<file path="config.mk">
export PLATFORM = sky130hd
export DESIGN_NAME = regfile_flat
export DESIGN_NICKNAME = d
export VERILOG_FILES = /design/src/rtl/regfile_pkg.sv /design/src/rtl/regfile_if.sv /design/src/rtl/regfile_mux32.sv /design/src/rtl/regfile_reg32.sv /design/src/rtl/regfile.sv /design/src/flat_wrapper.sv
export SDC_FILE = /design/constraint.sdc
export NUM_CORES = 2
export LEC_CHECK = 0
export BUFFER_PORTS_ARGS = -buffer_cell sky130_fd_sc_hd__buf_2
export CAP_MARGIN = 20
export CORE_ASPECT_RATIO = 1.25
export CORE_UTILIZATION = 57
export CTS_BUF_LIST = sky130_fd_sc_hd__clkbuf_16
export DETAILED_ROUTE_END_ITERATION = 12
export MAX_ROUTING_LAYER = met4
export PLACE_DENSITY = 0.87
export SETUP_SLACK_MARGIN = 0.15
export SYNTH_ARGS = -nofsm -noshare
export SYNTH_HDL_FRONTEND = slang
export SYNTH_SLANG_ARGS = --single-unit
</file>
<file path="constraint.sdc">
create_clock -name clock -period 35.3 [get_ports clock]
set_input_delay 5.295 -clock clock [delete_from_list [all_inputs] [get_ports clock]]
set_output_delay 5.295 -clock clock [all_outputs]
set_load 0.02 [all_outputs]
</file>
<file path="src/rtl/regfile_pkg.sv">
// Shared sizing constants for the register file slice.
// The optional write-through forwarding is enabled by defining REGFILE_BYPASS_EN.
package regfile_pkg;
   localparam int DATA_W   = 32;
   localparam int ADDR_W   = 5;
   localparam int NUM_REGS = 32;
   localparam int ZERO_REG = 0;
endpackage

</file>
<file path="src/rtl/regfile_if.sv">
// Write/read bus of the register file; the master drives indices and write data.
interface regfile_if #(
   parameter int DATA_W = regfile_pkg::DATA_W,
   parameter int ADDR_W = regfile_pkg::ADDR_W
);
   logic              ctrl_writeEnable;
   logic [ADDR_W-1:0] ctrl_writeReg;
   logic [DATA_W-1:0] data_writeReg;
   logic [ADDR_W-1:0] ctrl_readRegA;
   logic [ADDR_W-1:0] ctrl_readRegB;
   logic [DATA_W-1:0] data_readRegA;
   logic [DATA_W-1:0] data_readRegB;

   modport master (
      output ctrl_writeEnable, ctrl_writeReg, data_writeReg, ctrl_readRegA, ctrl_readRegB,
      input  data_readRegA, data_readRegB
   );

   modport slave (
      input  ctrl_writeEnable, ctrl_writeReg, data_writeReg, ctrl_readRegA, ctrl_readRegB,
      output data_readRegA, data_readRegB
   );
endinterface

</file>
<file path="src/rtl/regfile_mux32.sv">
// Combinational 32:1 word multiplexer used by each read port.
module mux32 #(
   parameter int DATA_W = 32,
   parameter int ADDR_W = 5
) (
   input  logic [DATA_W-1:0] din [1 << ADDR_W],
   input  logic [ADDR_W-1:0] sel,
   output logic [DATA_W-1:0] dout
);
   assign dout = din[sel];
endmodule

</file>
<file path="src/rtl/regfile_reg32.sv">
// One register-file entry: DATA_W flop with load enable and asynchronous clear.
module reg32 #(
   parameter int DATA_W = 32
) (
   input  logic              clock,
   input  logic              reset,
   input  logic              en,
   input  logic [DATA_W-1:0] d,
   output logic [DATA_W-1:0] q
);
   always_ff @(posedge clock or posedge reset) begin
      if (reset)
         q <= '0;
      else if (en)
         q <= d;
   end
endmodule

</file>
<file path="src/rtl/regfile.sv">
// 32-entry, two-read/one-write register file with hardwired-zero r0.
// Defining REGFILE_BYPASS_EN adds same-cycle write-to-read forwarding.
module regfile #(
   parameter int DATA_W = regfile_pkg::DATA_W,
   parameter int ADDR_W = regfile_pkg::ADDR_W
) (
   input  logic     clock,
   input  logic     reset,
   regfile_if.slave bus
);
   import regfile_pkg::*;

   logic [DATA_W-1:0]   regs [NUM_REGS];
   logic [NUM_REGS-1:1] wr_en;
   logic [DATA_W-1:0]   mux_a;
   logic [DATA_W-1:0]   mux_b;

   assign regs[ZERO_REG] = '0;

   // Decoder output gated by the strobe, so an unknown index with the strobe low loads nothing.
   generate
      for (genvar gi = ZERO_REG + 1; gi < NUM_REGS; gi++) begin : g_reg
         assign wr_en[gi] = bus.ctrl_writeEnable && (bus.ctrl_writeReg == ADDR_W'(gi));

         reg32 #(.DATA_W(DATA_W)) u_reg (
            .clock (clock),
            .reset (reset),
            .en    (wr_en[gi]),
            .d     (bus.data_writeReg),
            .q     (regs[gi])
         );
      end
   endgenerate

   mux32 #(.DATA_W(DATA_W), .ADDR_W(ADDR_W)) u_mux_a (
      .din  (regs),
      .sel  (bus.ctrl_readRegA),
      .dout (mux_a)
   );

   mux32 #(.DATA_W(DATA_W), .ADDR_W(ADDR_W)) u_mux_b (
      .din  (regs),
      .sel  (bus.ctrl_readRegB),
      .dout (mux_b)
   );

`ifdef REGFILE_BYPASS_EN
   logic wr_live;
   logic fwd_a;
   logic fwd_b;

   // Forwarding is suppressed under reset so the ports still read zero.
   assign wr_live = !reset && bus.ctrl_writeEnable && (bus.ctrl_writeReg != ADDR_W'(ZERO_REG));
   assign fwd_a   = wr_live && (bus.ctrl_writeReg == bus.ctrl_readRegA);
   assign fwd_b   = wr_live && (bus.ctrl_writeReg == bus.ctrl_readRegB);

   assign bus.data_readRegA = fwd_a ? bus.data_writeReg : mux_a;
   assign bus.data_readRegB = fwd_b ? bus.data_writeReg : mux_b;
`else
   assign bus.data_readRegA = mux_a;
   assign bus.data_readRegB = mux_b;
`endif
endmodule

</file>
<file path="src/flat_wrapper.sv">
// flat-port wrapper written by rule: the top's interface ports become plain ports
module regfile_flat import regfile_pkg::*;
#(
   parameter int DATA_W = regfile_pkg::DATA_W,
   parameter int ADDR_W = regfile_pkg::ADDR_W
)
  (clock, reset, bus_ctrl_writeEnable, bus_ctrl_writeReg, bus_data_writeReg, bus_ctrl_readRegA, bus_ctrl_readRegB, bus_data_readRegA, bus_data_readRegB);
  regfile_if #(.DATA_W(DATA_W), .ADDR_W(ADDR_W)) bus_i ();
  input  logic clock;
  input  logic reset;
  input wire logic [$bits(bus_i.ctrl_writeEnable)-1:0] bus_ctrl_writeEnable;
  input wire logic [$bits(bus_i.ctrl_writeReg)-1:0] bus_ctrl_writeReg;
  input wire logic [$bits(bus_i.data_writeReg)-1:0] bus_data_writeReg;
  input wire logic [$bits(bus_i.ctrl_readRegA)-1:0] bus_ctrl_readRegA;
  input wire logic [$bits(bus_i.ctrl_readRegB)-1:0] bus_ctrl_readRegB;
  output wire logic [$bits(bus_i.data_readRegA)-1:0] bus_data_readRegA;
  output wire logic [$bits(bus_i.data_readRegB)-1:0] bus_data_readRegB;
  assign bus_i.ctrl_writeEnable = bus_ctrl_writeEnable;
  assign bus_i.ctrl_writeReg = bus_ctrl_writeReg;
  assign bus_i.data_writeReg = bus_data_writeReg;
  assign bus_i.ctrl_readRegA = bus_ctrl_readRegA;
  assign bus_i.ctrl_readRegB = bus_ctrl_readRegB;
  assign bus_data_readRegA = bus_i.data_readRegA;
  assign bus_data_readRegB = bus_i.data_readRegB;
  regfile #(.DATA_W(DATA_W), .ADDR_W(ADDR_W)) u_core (.clock(clock), .reset(reset), .bus(bus_i));
endmodule
</file>
# After elaboration in Yosys (flattened, before gate mapping)
# Index checks and enable logic that the tools add are counted.
# totals
register_bits,992
latchBits,0
ramBits,0
rom_bits,0
input_bits,50
output_inout_bits,64
elab_cells,103
n_memories,0
# op_classes
addsub,0
mul,0
div_mod_pow,0
magnitude_cmp,2
eq_ne,31
shift,0
muxes,6
bitwise,2
reduce_logical,31
# ops
op,n
32-bit binary-select mux with 5-bit select,2
32-bit 2-to-1 mux,4
"5-bit equality test, second input constant",16
"5-bit by 4-bit equality test with 1-bit output, second input constant",8
1-bit logical AND,31
"5-bit by 3-bit equality test with 1-bit output, second input constant",4
"6-bit greater-or-equal comparator, second input constant",2
5-bit NOT with 6-bit output,2
"5-bit by 2-bit equality test with 1-bit output, second input constant",2
"5-bit by 1-bit equality test with 1-bit output, second input constant",1

# Logic depth before layout (Yosys ltp)
# depth
depth_word,4
mapped_depth,9
ltp_nobuf,4

# Modules after synthesis
# From an unflattened synthesis, not the netlist that was laid out.
# unflattened
hier_cells,4502
area_unflattened_um2,59817.4
# modules_own_cells
mod,instances,cells_per_inst,area_per_inst_um2,seq_area_each_um2
reg32,31,69,1348.8,800.8
mux32,2,1158,8887.3,0.0
regfile,1,47,230.2,0.0

# Worst setup path before layout
# Ideal clock, no wire load.
# synth_timing
path_type,input to output
start,input port bus_ctrl_readRegB[0]
end,output port bus_data_readRegB[23]
arrival_time_ps,6916
required_time_ps,30005
setup_slack_ps,23089
cell_stages,9
n_path_buf,5
cell_sequence,buf_2 -> buf_6 -> buf_4 -> buf_6 -> buf_6 -> mux2i_1 -> o22ai_1 -> a211oi_1 -> o31ai_1
# synth_between
elab_chain_cells,4
# synth_lines
item,line,rtl
"start, declared",flat_wrapper.sv:15,input wire logic [$bits(bus_i.ctrl_readRegB)-1:0] bus_ctrl_readRegB;
5-bit NOT with 6-bit output (not written as such),regfile_mux32.sv:10,assign dout = din[sel];
32-bit binary-select mux with 5-bit select,regfile_mux32.sv:10,
32-bit 2-to-1 mux (not written as such) (2 in series),regfile_mux32.sv:10,
"end, declared",flat_wrapper.sv:17,output wire logic [$bits(bus_i.data_readRegB)-1:0] bus_data_readRegB;
# Every way passes these cells. The select of a mux whose other input is x is not followed.

# Worst setup path in the final report
# layout_timing
start,input port bus_ctrl_readRegA[0]
end,output port bus_data_readRegA[31]
# layout_between
elab_chain_cells,4
# layout_lines
item,line,rtl
"start, declared",flat_wrapper.sv:14,input wire logic [$bits(bus_i.ctrl_readRegA)-1:0] bus_ctrl_readRegA;
5-bit NOT with 6-bit output (not written as such),regfile_mux32.sv:10,
32-bit binary-select mux with 5-bit select,regfile_mux32.sv:10,
32-bit 2-to-1 mux (not written as such) (2 in series),regfile_mux32.sv:10,
"end, declared",flat_wrapper.sv:16,output wire logic [$bits(bus_i.data_readRegA)-1:0] bus_data_readRegA;
# Every way passes these cells. The select of a mux whose other input is x is not followed.

==> out/summary.txt <==
CTS clk-pin slew, worst paths - 0.06 ns
hpwl dp - 88.60 mm
final setup violation count - 0
largest net degree at the start of global routing - 163
DRC viols - 0
CTS resizes - 0
multiplexer share of the synthesized area - 0.4222
FF-to-FF Start - u_core.g_reg[17].u_reg.q[21]
Rows - 124
Slew Viols, Final - 0
clk buf depth - 3
worst skew pair latency - 0.67 ns
H-Tree Depth - 3
LEAKAGE - 25.33 nW
max reg flops - 992
min-delay src - u_core.g_reg[14].u_reg.q[23]
Largest Register - u_core.g.u_reg.q
crit path from - bus_ctrl_readRegA[0]
Cell variety after synth - 27
adder and majority gate portion of the synthesized area - 0
Synth Flop Type - dfrtp_1
initial antenna violation count - 19
vias per inst - 7.364
biggest regs - u_core.g.u_reg.q: 992 flops
final hold violations - 0
FILL cells - 6324
average size of a mapped cell - 14.76 sq um
Placer Congestion - 0.8812
largest family of logic cells by synthesized area - multiplexers
worst path required time - 30.00 ns
die area - 0.09456 sq mm
slowest cell delay on critical path - 0.87 ns
first-pass GRT wire length - 235.4 mm
count leader, synth - mux2_2
skew final - 0 ns
crit-path cells - buf_8 > buf_4 > buf_12 > buf_4 > mux4_2 > mux2i_1 > and2_1 > o31ai_1 > buf_2
CTS tree - built
worst vdd ir - 0.05061 mV
Compound-Gate Fraction of Synth Area - 0.06322
number of port buffers - 113
TNS Setup - 0 ns
WL per Instance - 32.77 um
Final #Nets - 3552
post-cts hold buffer count - 0
Crit-path slowest cell - o31ai_1
post-CTS setup buffer count - 0
worst relative slew slack - 0.2158
CP Capture Type - output pin
starting density of the core - 0.5782
final worst slack - 19.65 ns
maxcap violations - 0
worst min-delay path class - register to register
number of DRC markers in iteration 0 - 4339
area of the mapped netlist - 0.05320 sq mm
clock root buffer master - clkbuf_16
Tmin final - 15.65 ns
area share of the largest cell type after synthesis - 0.4666
share of cells above drive strength 1 - 0.4996
Antenna Nets Post-Route - 0
Pre-Repair DR Iteration Count - 8
Place WS - 19.83 ns
Core ar. - 0.09200 sq mm
die height - 343.6 um
share of synthesized registers carrying an async set or reset - 1.000
Max Fclk - 63.88 MHz
Ports - 114
Worst-Margin Slew - 1.172 ns
WHS - 0.5132 ns
Area contributors post-synth - dfrtp_1, mux2_2, mux4_2
unrepaired setup endpoints after global routing - false
number of global-route vias before repair - 36650
YS warnings - 0
total power per unit cell area - 57.19 mW/mm^2
Setup CP Type - input pin to output pin
largest area contributor in the netlist - dfrtp_1
area added between synthesis and finish - 8.573%
simple-gate share of the synthesized area - 0.01334
Synth Instances - 3603
most frequent cells after synthesis - mux2_2, dfrtp_1, mux4_2, clkbuf_1
Vias - 35360
EDFF count, synth - 0
# clock sinks - 992
Most Frequent Cell on Critical Path - buf_4
status - completed
Tcrit/Tclk final - 0.4435
startpoint types - input pin
Die W - 275.2 um
sequential element share of the synthesized area - 0.4666
Synth Area in XOR/XNOR - 0
Global Route Usage Sum - 0.3479
Arrival @ worst endpoint - 10.36 ns
Syn Nets - 3653
final WL - 157.3 mm
CTS buffer count - 102
maximum fanout along the worst path - 102
Seq cells post-synth - 992
grt ovf - 0
==> worst paths after layout <==
check                                               endpoint  slack [ns]  depth (start not counted)
worst max-delay path                   bus_data_readRegA[31]       19.65                          9
worst min-delay path            u_core.g_reg[14].u_reg.q[23]        0.51                          1
worst max register to register  u_core.g_reg[17].u_reg.q[21]       34.46                          1
worst min register to register  u_core.g_reg[14].u_reg.q[23]        0.51                          1
max in group asynchronous       u_core.g_reg[24].u_reg.q[17]       27.68                          6
min in group asynchronous        u_core.g_reg[24].u_reg.q[5]        4.72                          2
==> cells in the final DEF, fill, tap and decap left out, types with 2 or more instances in the layout <==
cell type      n
nor2b_1        2
inv_1         23
mux2_1        31
bufinv_16      7
and2_1        64
or3_2          2
o31ai_1       64
buf_12         3
buf_16         5
nand2b_2       3
clkbuf_16    107
o22ai_1       64
dfrtp_1      992
mux4_2       384
clkinv_1      28
nand2_1        2
buf_4         83
clkinvlp_4     3
o21ai_1       64
nand2b_1       3
nor2_4        14
buf_2        103
a22o_1       192
nor3_1         2
a211oi_1      64
nand2_2       13
nand4b_1       3
and2_2         2
mux2i_1      192
nor3b_1        2
mux2_2      1025
clkinv_2      18
nand3_2        3
buf_8          4
nor2b_4        7
diode_2       19
==> power by group <==
group          internal, W  switching, W
sequential         0.00136      0.000171
clock             0.000595      0.000460
combinational     0.000412      0.000304
total              0.00237      0.000935
==> layer usage <==
| layer | track usage | routed length, um | up-vias | part of all wire |
|---|---|---|---|---|
| li1 | - | - | 13760 | - |
| met1 | 0.4335 | 56810 | 18580 | 0.36 |
| met2 | 0.5130 | 73400 | 2368 | 0.47 |
| met3 | 0.09109 | 17070 | 644 | 0.11 |
| met4 | 0.2052 | 10030 | 0 | 0.064 |
| met5 | - | 0 | - | 0 |
==> critical path: cells and delay by family <==
family | cells | cell delay [ns]
muxes | 2 | 0.42
buffers and inverters | 5 | 3.01
and+or+nand+nor | 1 | 0.21
AOI/OAI and AO/OA | 1 | 0.87
==> kinds of logic (layout without fill, tap and decap cells) <==
| family | Yosys count | count (layout) |
|---|---|---|
| simple gates | 125 | 125 |
| buf+inv | 406 | 388 |
| other cells | 0 | 19 |
| compound gates | 448 | 448 |
| flops | 992 | 992 |
| mux | 1632 | 1632 |
==> layout make-up <==
cell class	count	area [sq um]	share of cell area
antenna	19	47.55	0.0008232
clock buffer	107	2678	0.04636
sequential	992	24820	0.4298
clock inverter	80	539.3	0.009337
timing repair buffer	198	1396	0.02418
inverter	3	18.77	0.0003249
multi-input combinational	2205	26760	0.4633
tap	1197	1498	0.02593
==> per-stage QoR <==
step                power [W]  cells  utilization  area, sq um
floorplan            0.002052   3603            -        53200
global placement     0.002187   4590       0.5908        54360
detailed placement   0.002238   4590       0.5908        54360
CTS                  0.003290   4777       0.6258        57570
global route         0.003419   4799       0.6277        57750
finish               0.003303   4801       0.6278        57760
Power figures use the tool's default switching activity.
